===== config.mk =====
export PLATFORM = sky130hd
export DESIGN_NAME = i2c_reg_seq
export DESIGN_NICKNAME = d
export VERILOG_FILES = /design/src/rtl/i2c_pkg.sv /design/src/rtl/i2c_seq_timeout.sv /design/src/rtl/i2c_reg_seq.sv
export SDC_FILE = /design/constraint.sdc
export NUM_CORES = 1
export LEC_CHECK = 0
export ABC_AREA = 1
export ABC_CLOCK_PERIOD_IN_PS = 3300
export CORE_MARGIN = 8
export CORE_UTILIZATION = 57
export CTS_CLUSTER_SIZE = 28
export DETAILED_ROUTE_END_ITERATION = 16
export GPL_TIMING_DRIVEN = 0
export HOLD_SLACK_MARGIN = 0.05
export PLACE_DENSITY = 0.85
export SKIP_LAST_GASP = 1
export SLEW_MARGIN = 25
export SYNTH_ARGS = -nofsm -noshare
export SYNTH_HDL_FRONTEND = slang
export SYNTH_SLANG_ARGS = --single-unit

===== constraint.sdc =====
create_clock -name clk -period 3.3 [get_ports clk]
set_clock_uncertainty 0.15 [all_clocks]
set_input_delay 0.99 -clock clk [delete_from_list [all_inputs] [get_ports clk]]
set_output_delay 0.99 -clock clk [all_outputs]
set_load 0.02 [all_outputs]

===== src/rtl/i2c_pkg.sv =====
// ----------------------------------------------------------------------------
// i2c_pkg : shared encodings for the I2C register sequencer and byte master
// Rev 1.0
// ----------------------------------------------------------------------------
`default_nettype none

package i2c_pkg;

  localparam int DEF_MAX_RD_LEN = 4;

  localparam logic RW_WRITE = 1'b0;
  localparam logic RW_READ  = 1'b1;

  typedef enum logic [1:0] {
    SEQ_IDLE   = 2'd0,
    SEQ_XFER   = 2'd1,
    SEQ_DRAIN  = 2'd2,
    SEQ_FINISH = 2'd3
  } seq_state_t;

  typedef enum logic [3:0] {
    MST_READY    = 4'd0,
    MST_START    = 4'd1,
    MST_COMMAND  = 4'd2,
    MST_SLV_ACK1 = 4'd3,
    MST_WR       = 4'd4,
    MST_RD       = 4'd5,
    MST_SLV_ACK2 = 4'd6,
    MST_MSTR_ACK = 4'd7,
    MST_STOP     = 4'd8
  } mst_state_t;

  // A zero length means one byte; anything above the limit is cut to the limit.
  function automatic logic [2:0] clamp_len(input logic [2:0] len, input int max_len);
    logic [2:0] res;
    res = len;
    if (len == 3'd0)
      res = 3'd1;
    else if (32'(len) > max_len)
      res = 3'(max_len);
    return res;
  endfunction

endpackage

`default_nettype wire


===== src/rtl/i2c_seq_timeout.sv =====
// ----------------------------------------------------------------------------
// i2c_seq_timeout : watchdog counter, cleared on progress, expires at LIMIT
// Rev 1.0
// ----------------------------------------------------------------------------
`default_nettype none

module i2c_seq_timeout #(
  parameter int LIMIT = 2_000_000,
  parameter int W     = 21
) (
  input  logic clk,
  input  logic rst,
  input  logic clr,
  input  logic en,
  output logic expired
);

  logic [W-1:0] r_cnt;

  always_ff @(posedge clk) begin
    if (rst || clr)
      r_cnt <= '0;
    else if (en && !expired)
      r_cnt <= r_cnt + 1'b1;
  end

  assign expired = en && (r_cnt == W'(LIMIT));

endmodule

`default_nettype wire


===== src/rtl/i2c_reg_seq.sv =====
// ----------------------------------------------------------------------------
// i2c_reg_seq : register write / burst read sequencer driving the I2C master
// Rev 1.0
// ----------------------------------------------------------------------------
`default_nettype none

module i2c_reg_seq
  import i2c_pkg::*;
#(
  parameter int MAX_RD_LEN     = DEF_MAX_RD_LEN,
  parameter int TIMEOUT_CYCLES = 2_000_000,
  parameter int TO_W           = 21
) (
  input  logic       clk,
  input  logic       rst,
  input  logic       cmd_valid,
  output logic       cmd_ready,
  input  logic       cmd_rw,
  input  logic [6:0] cmd_dev,
  input  logic [7:0] cmd_reg,
  input  logic [7:0] cmd_wdata,
  input  logic [2:0] cmd_len,
  output logic [7:0] rd_data,
  output logic       rd_valid,
  output logic       done,
  output logic       err_nack,
  output logic       err_timeout,
  output logic       m_enable,
  output logic [6:0] m_addr,
  output logic       m_rw,
  output logic [7:0] m_data_wr,
  input  logic       m_busy,
  input  logic       m_ready,
  input  logic [7:0] m_data_rd,
  input  logic       m_ack_error
);

  seq_state_t r_state, w_state_nx;
  logic       r_busy_prev, r_ack_prev;
  logic [2:0] r_bcnt, w_bcnt_nx;
  logic [2:0] r_rcnt, w_rcnt_nx;
  logic       r_rw, w_rw_nx;
  logic [7:0] r_wdata, w_wdata_nx;
  logic [2:0] r_len, w_len_nx;

  logic       w_cmd_ready_nx, w_rd_valid_nx, w_done_nx;
  logic       w_err_nack_nx, w_err_timeout_nx;
  logic       w_m_enable_nx, w_m_rw_nx;
  logic [6:0] w_m_addr_nx;
  logic [7:0] w_m_data_wr_nx, w_rd_data_nx;

  logic w_rise, w_fall, w_ack_rise;
  logic w_to_clr, w_to_en, w_to_exp;

  assign w_rise     = m_busy & ~r_busy_prev;
  assign w_fall     = ~m_busy & r_busy_prev;
  assign w_ack_rise = m_ack_error & ~r_ack_prev;

  assign w_to_en  = (r_state == SEQ_XFER) || (r_state == SEQ_DRAIN);
  assign w_to_clr = w_rise || w_fall || (w_state_nx != r_state);

  i2c_seq_timeout #(
    .LIMIT (TIMEOUT_CYCLES),
    .W     (TO_W)
  ) u_timeout (
    .clk     (clk),
    .rst     (rst),
    .clr     (w_to_clr),
    .en      (w_to_en),
    .expired (w_to_exp)
  );

  always_comb begin
    w_state_nx       = r_state;
    w_bcnt_nx        = r_bcnt;
    w_rcnt_nx        = r_rcnt;
    w_rw_nx          = r_rw;
    w_wdata_nx       = r_wdata;
    w_len_nx         = r_len;
    w_cmd_ready_nx   = cmd_ready;
    w_rd_data_nx     = rd_data;
    w_rd_valid_nx    = 1'b0;
    w_done_nx        = 1'b0;
    w_err_nack_nx    = err_nack;
    w_err_timeout_nx = err_timeout;
    w_m_enable_nx    = m_enable;
    w_m_addr_nx      = m_addr;
    w_m_rw_nx        = m_rw;
    w_m_data_wr_nx   = m_data_wr;

    case (r_state)
      SEQ_IDLE: begin
        w_cmd_ready_nx = 1'b1;
        if (cmd_valid) begin
          w_rw_nx          = cmd_rw;
          w_wdata_nx       = cmd_wdata;
          w_len_nx         = clamp_len(cmd_len, MAX_RD_LEN);
          w_m_enable_nx    = 1'b1;
          w_m_addr_nx      = cmd_dev;
          w_m_rw_nx        = RW_WRITE;
          w_m_data_wr_nx   = cmd_reg;
          w_err_nack_nx    = 1'b0;
          w_err_timeout_nx = 1'b0;
          w_bcnt_nx        = 3'd0;
          w_rcnt_nx        = 3'd0;
          w_cmd_ready_nx   = 1'b0;
          w_state_nx       = SEQ_XFER;
        end
      end

      SEQ_XFER: begin
        if (w_to_exp) begin
          w_m_enable_nx    = 1'b0;
          w_err_timeout_nx = 1'b1;
          w_done_nx        = 1'b1;
          w_state_nx       = SEQ_FINISH;
        end else if (w_ack_rise) begin
          w_err_nack_nx = 1'b1;
          w_m_enable_nx = 1'b0;
          w_state_nx    = SEQ_DRAIN;
        end else begin
          if (w_rise) begin
            w_bcnt_nx = r_bcnt + 3'd1;
            if (r_rw == RW_WRITE) begin
              if (r_bcnt == 3'd0) begin
                w_m_data_wr_nx = r_wdata;
              end else begin
                w_m_enable_nx = 1'b0;
                w_state_nx    = SEQ_DRAIN;
              end
            end else begin
              if (r_bcnt == 3'd0)
                w_m_rw_nx = RW_READ;
              // Dropping enable while the last byte is in flight makes the master NACK it.
              if (r_bcnt == r_len)
                w_m_enable_nx = 1'b0;
            end
          end
          // The fall at bcnt==1 closes the pointer byte and carries no read data.
          if (w_fall && (r_rw == RW_READ) && (r_bcnt >= 3'd2)) begin
            w_rd_data_nx  = m_data_rd;
            w_rd_valid_nx = 1'b1;
            w_rcnt_nx     = r_rcnt + 3'd1;
            if ((r_rcnt + 3'd1) == r_len)
              w_state_nx = SEQ_DRAIN;
          end
        end
      end

      SEQ_DRAIN: begin
        if (w_to_exp) begin
          w_m_enable_nx    = 1'b0;
          w_err_timeout_nx = 1'b1;
          w_done_nx        = 1'b1;
          w_state_nx       = SEQ_FINISH;
        end else if (!m_busy && m_ready) begin
          w_done_nx  = 1'b1;
          w_state_nx = SEQ_FINISH;
        end
      end

      SEQ_FINISH: begin
        w_cmd_ready_nx = 1'b1;
        w_state_nx     = SEQ_IDLE;
      end

      default: begin
        w_m_enable_nx  = 1'b0;
        w_cmd_ready_nx = 1'b1;
        w_state_nx     = SEQ_IDLE;
      end
    endcase
  end

  always_ff @(posedge clk) begin
    if (rst) begin
      r_state     <= SEQ_IDLE;
      r_busy_prev <= 1'b0;
      r_ack_prev  <= 1'b0;
      r_bcnt      <= 3'd0;
      r_rcnt      <= 3'd0;
      r_rw        <= RW_WRITE;
      r_wdata     <= 8'd0;
      r_len       <= 3'd1;
      cmd_ready   <= 1'b1;
      rd_data     <= 8'd0;
      rd_valid    <= 1'b0;
      done        <= 1'b0;
      err_nack    <= 1'b0;
      err_timeout <= 1'b0;
      m_enable    <= 1'b0;
      m_addr      <= 7'd0;
      m_rw        <= 1'b0;
      m_data_wr   <= 8'd0;
    end else begin
      r_state     <= w_state_nx;
      r_busy_prev <= m_busy;
      r_ack_prev  <= m_ack_error;
      r_bcnt      <= w_bcnt_nx;
      r_rcnt      <= w_rcnt_nx;
      r_rw        <= w_rw_nx;
      r_wdata     <= w_wdata_nx;
      r_len       <= w_len_nx;
      cmd_ready   <= w_cmd_ready_nx;
      rd_data     <= w_rd_data_nx;
      rd_valid    <= w_rd_valid_nx;
      done        <= w_done_nx;
      err_nack    <= w_err_nack_nx;
      err_timeout <= w_err_timeout_nx;
      m_enable    <= w_m_enable_nx;
      m_addr      <= w_m_addr_nx;
      m_rw        <= w_m_rw_nx;
      m_data_wr   <= w_m_data_wr_nx;
    end
  end

endmodule

`default_nettype wire


==> metrics <==
status=finished, final reports clean; CTS clk-pin slew, worst paths=0.08 ns; Worst slew margin=66.0%; DRT Pass-1 Iters=4; CTS buffer count=9; postcts setup bufs=0; Wirelength per Cell=roughly 13 µm; Fmax achieved=0.357 GHz; initial antenna violation count=0; top cells by area, synth=dfxtp_1 (36%), nand2_1 (11%), nor2_1 (8.8%), inv_1 (7.3%), nor3_2 (5.1%); minimum clock period=2.80 ns; final core utilization=roughly 72%; total global-route track usage=just over 20%; GRT overflow=0; synthesized flop and latch total=73; FF/Latch Area=~0.0015 mm²; critical path launch point type=input pin; Clock Latency Late Sink=0.35 ns; H-tree levels=3; vias per cell=between 5 and 6; die width=roughly 100 µm; CP most frequent cell=nand2_1; post-synthesis cell area=around 0.004 mm²; IO buf count=69; Final TNS setup=0 ns; critical path arrival=between 2 and 3 ns; syn nets=roughly 650; final hold vios=0; Routed Antenna Nets=0; footprint of the multi-input gates=approximately 0.0022 mm²; Critical Path Sink Type=flop; Final Max Tran Viols=0; CTS tree=done; initial DRC count=139; antenna cell count=0; delay-heaviest family, CP=buffers and inverters; dpl hpwl=between 7000 and 8000 µm; Mean Syn Cell Area=about 7 µm²; largest net degree at the start of global routing=14; Synth top area share=between 30% and 40%; DRC=0; CP bufs+invs=5; Mapped Cells=590; cts hold-fix bufs=0; Final Power=approximately 0.0023 W; final hold slack=0.309 ns; routability cong.=between 0.9 and 1; Layout Nets=725; Root Driver=clkbuf_8; num rows=31; VDD IR max=around 250 µV; RSZ-0062 raised after global routing=false; IO Count=71; CORE AREA=just over 0.007 mm²; Worst path max stage delay=roughly 0.51 ns; Max-Cap Viols=0; share of cells above drive strength 1=~11%; die area=between 0.01 and 0.015 mm²; crit share post-route=a little over four fifths; yosys warns=0; total number of vias=between 3000 and 4000; worst-margin pin slew=~0.5 ns; CTS sink count=73; register-to-register setup slack=between 0.9 and 1 ns; chip height=approximately 100 µm; Routed WL=9840 µm; Final setup viols=0; Initial Util=between 50 and 60%; count of cell types in the netlist=34; post-CTS sizing=0; vias in the first global route=3955; area leader, netlist=dfxtp_1; fillers=approximately 580; Worst Hold Class=flop to flop; maximum clock insertion buffer count=2; CP max-delay cell=clkdlybuf4s50_1; WS Path Type=input pin to flop; CP max FO=10; sequential-to-total area share from yosys stat=35.7%; first-pass GRT wire length=around 17000 µm; Layout area overhead=24.9%; Power per Cell Area=around 450 mW/mm²; Static Leak=~2.1 nW; Inst Count DP=758; worst-path cell chain=clkdlybuf4s50_1 -> inv_1 -> ha_1 -> nand2_1 -> inv_1 -> nand2_1 -> nor2_1 -> nand2_1 -> nand3_1 -> nand2_1 -> inv_1 -> nand2_1 -> nand3_1 -> nand2_2 -> buf_6 -> nor3_2; required time of the critical path=3.39 ns; final cell count without fillers=774
## sequential cells by signal, summed over array words and instances, names as in the netlist, 2 cells and up
register and flops:
u_timeout.r_cnt 21, m_data_wr 8, r_wdata 8, rd_data 8, m_addr 7, r_bcnt 3, r_len 3, r_rcnt 3
r_state 2
## per-stage QoR
stage                     worst slack, ns  instance area, µm²
after global placement              0.268                4910
after detailed placement            0.173                4910
after global routing                0.401                5110
after floorplan                     0.945                4100
final                               0.500                5110
after CTS                           0.555                5110
## cells in the final DEF (no fill, tap or decap), drive strengths merged
master	n
a211oi	4
a21oi	20
and2	1
buf	10
bufinv	1
clkbuf	20
clkdlybuf4s50	69
clkinv	3
clkinvlp	1
dfxtp	73
ha	14
inv	91
nand2	131
nand3	29
nand3b	1
nand4	9
nor2	100
nor3	35
o211ai	2
o21a	1
o21ai	43
xor2	17
## tightest hold or removal path: stages, from the launching register on
cell and delay (ns):
dfxtp_1 0.32, inv_1 0.05, a21oi_1 0.05
## worst paths after layout
| check | from | endpoint | depth (start not counted) |
|---|---|---|---|
| max reg2reg | r_state[0] | m_data_wr[5] | 12 |
| min | err_nack | err_nack | 2 |
| min reg2reg | err_nack | err_nack | 2 |
| max | m_busy | u_timeout.r_cnt[10] | 16 |
## cells in the mapped netlist, drive strengths merged
cell type,n
xor2,17
nand4,9
dfxtp,73
clkbuf,9
a211oi,4
o21ai,43
buf,10
nand3b,1
ha,14
nand3,29
and2,1
nor3,35
a21oi,20
nand2,131
o21a,1
nor2,100
inv,90
clkinv,1
o211ai,2
## power by group
part / switching [W] / leakage [nW] / internal (W)
sequential: 0.0000438 / 0.596 / 0.000945
combinational: 0.000357 / 1.36 / 0.000243
clock: 0.000354 / 0.100 / 0.000376
total: 0.000755 / 2.06 / 0.00156
## metal layers
metal | vias up | track usage [%] | share of wire [%]
met5 | - | 0 | 0
met4 | 0 | 6.51 | 1.5
met3 | 18 | 7.11 | 6.0
met2 | 98 | 37.6 | 51
met1 | 1783 | 21.5 | 41
li1 | 2002 | - | -
## area by class of cell
| class | instances | area share [%] |
|---|---|---|
| multi-input combinational | 407 | 42.3 |
| sequential | 73 | 28.6 |
| timing repair buffer | 69 | 13.5 |
| inverter | 91 | 6.68 |
| clock buffer | 11 | 2.76 |
| buffer | 19 | 2.52 |
| tap | 99 | 2.42 |
| clock inverter | 5 | 1.25 |
## kinds of logic after synthesis
group / after synthesis / synth area share [%]
simple gates: 306 / 35.5
xor+xnor: 17 / 3.64
buf+inv: 110 / 11.5
compound gates: 70 / 9.41
flops: 73 / 35.7
fa+ha+maj: 14 / 4.28
(Power assumes the default switching activity.)
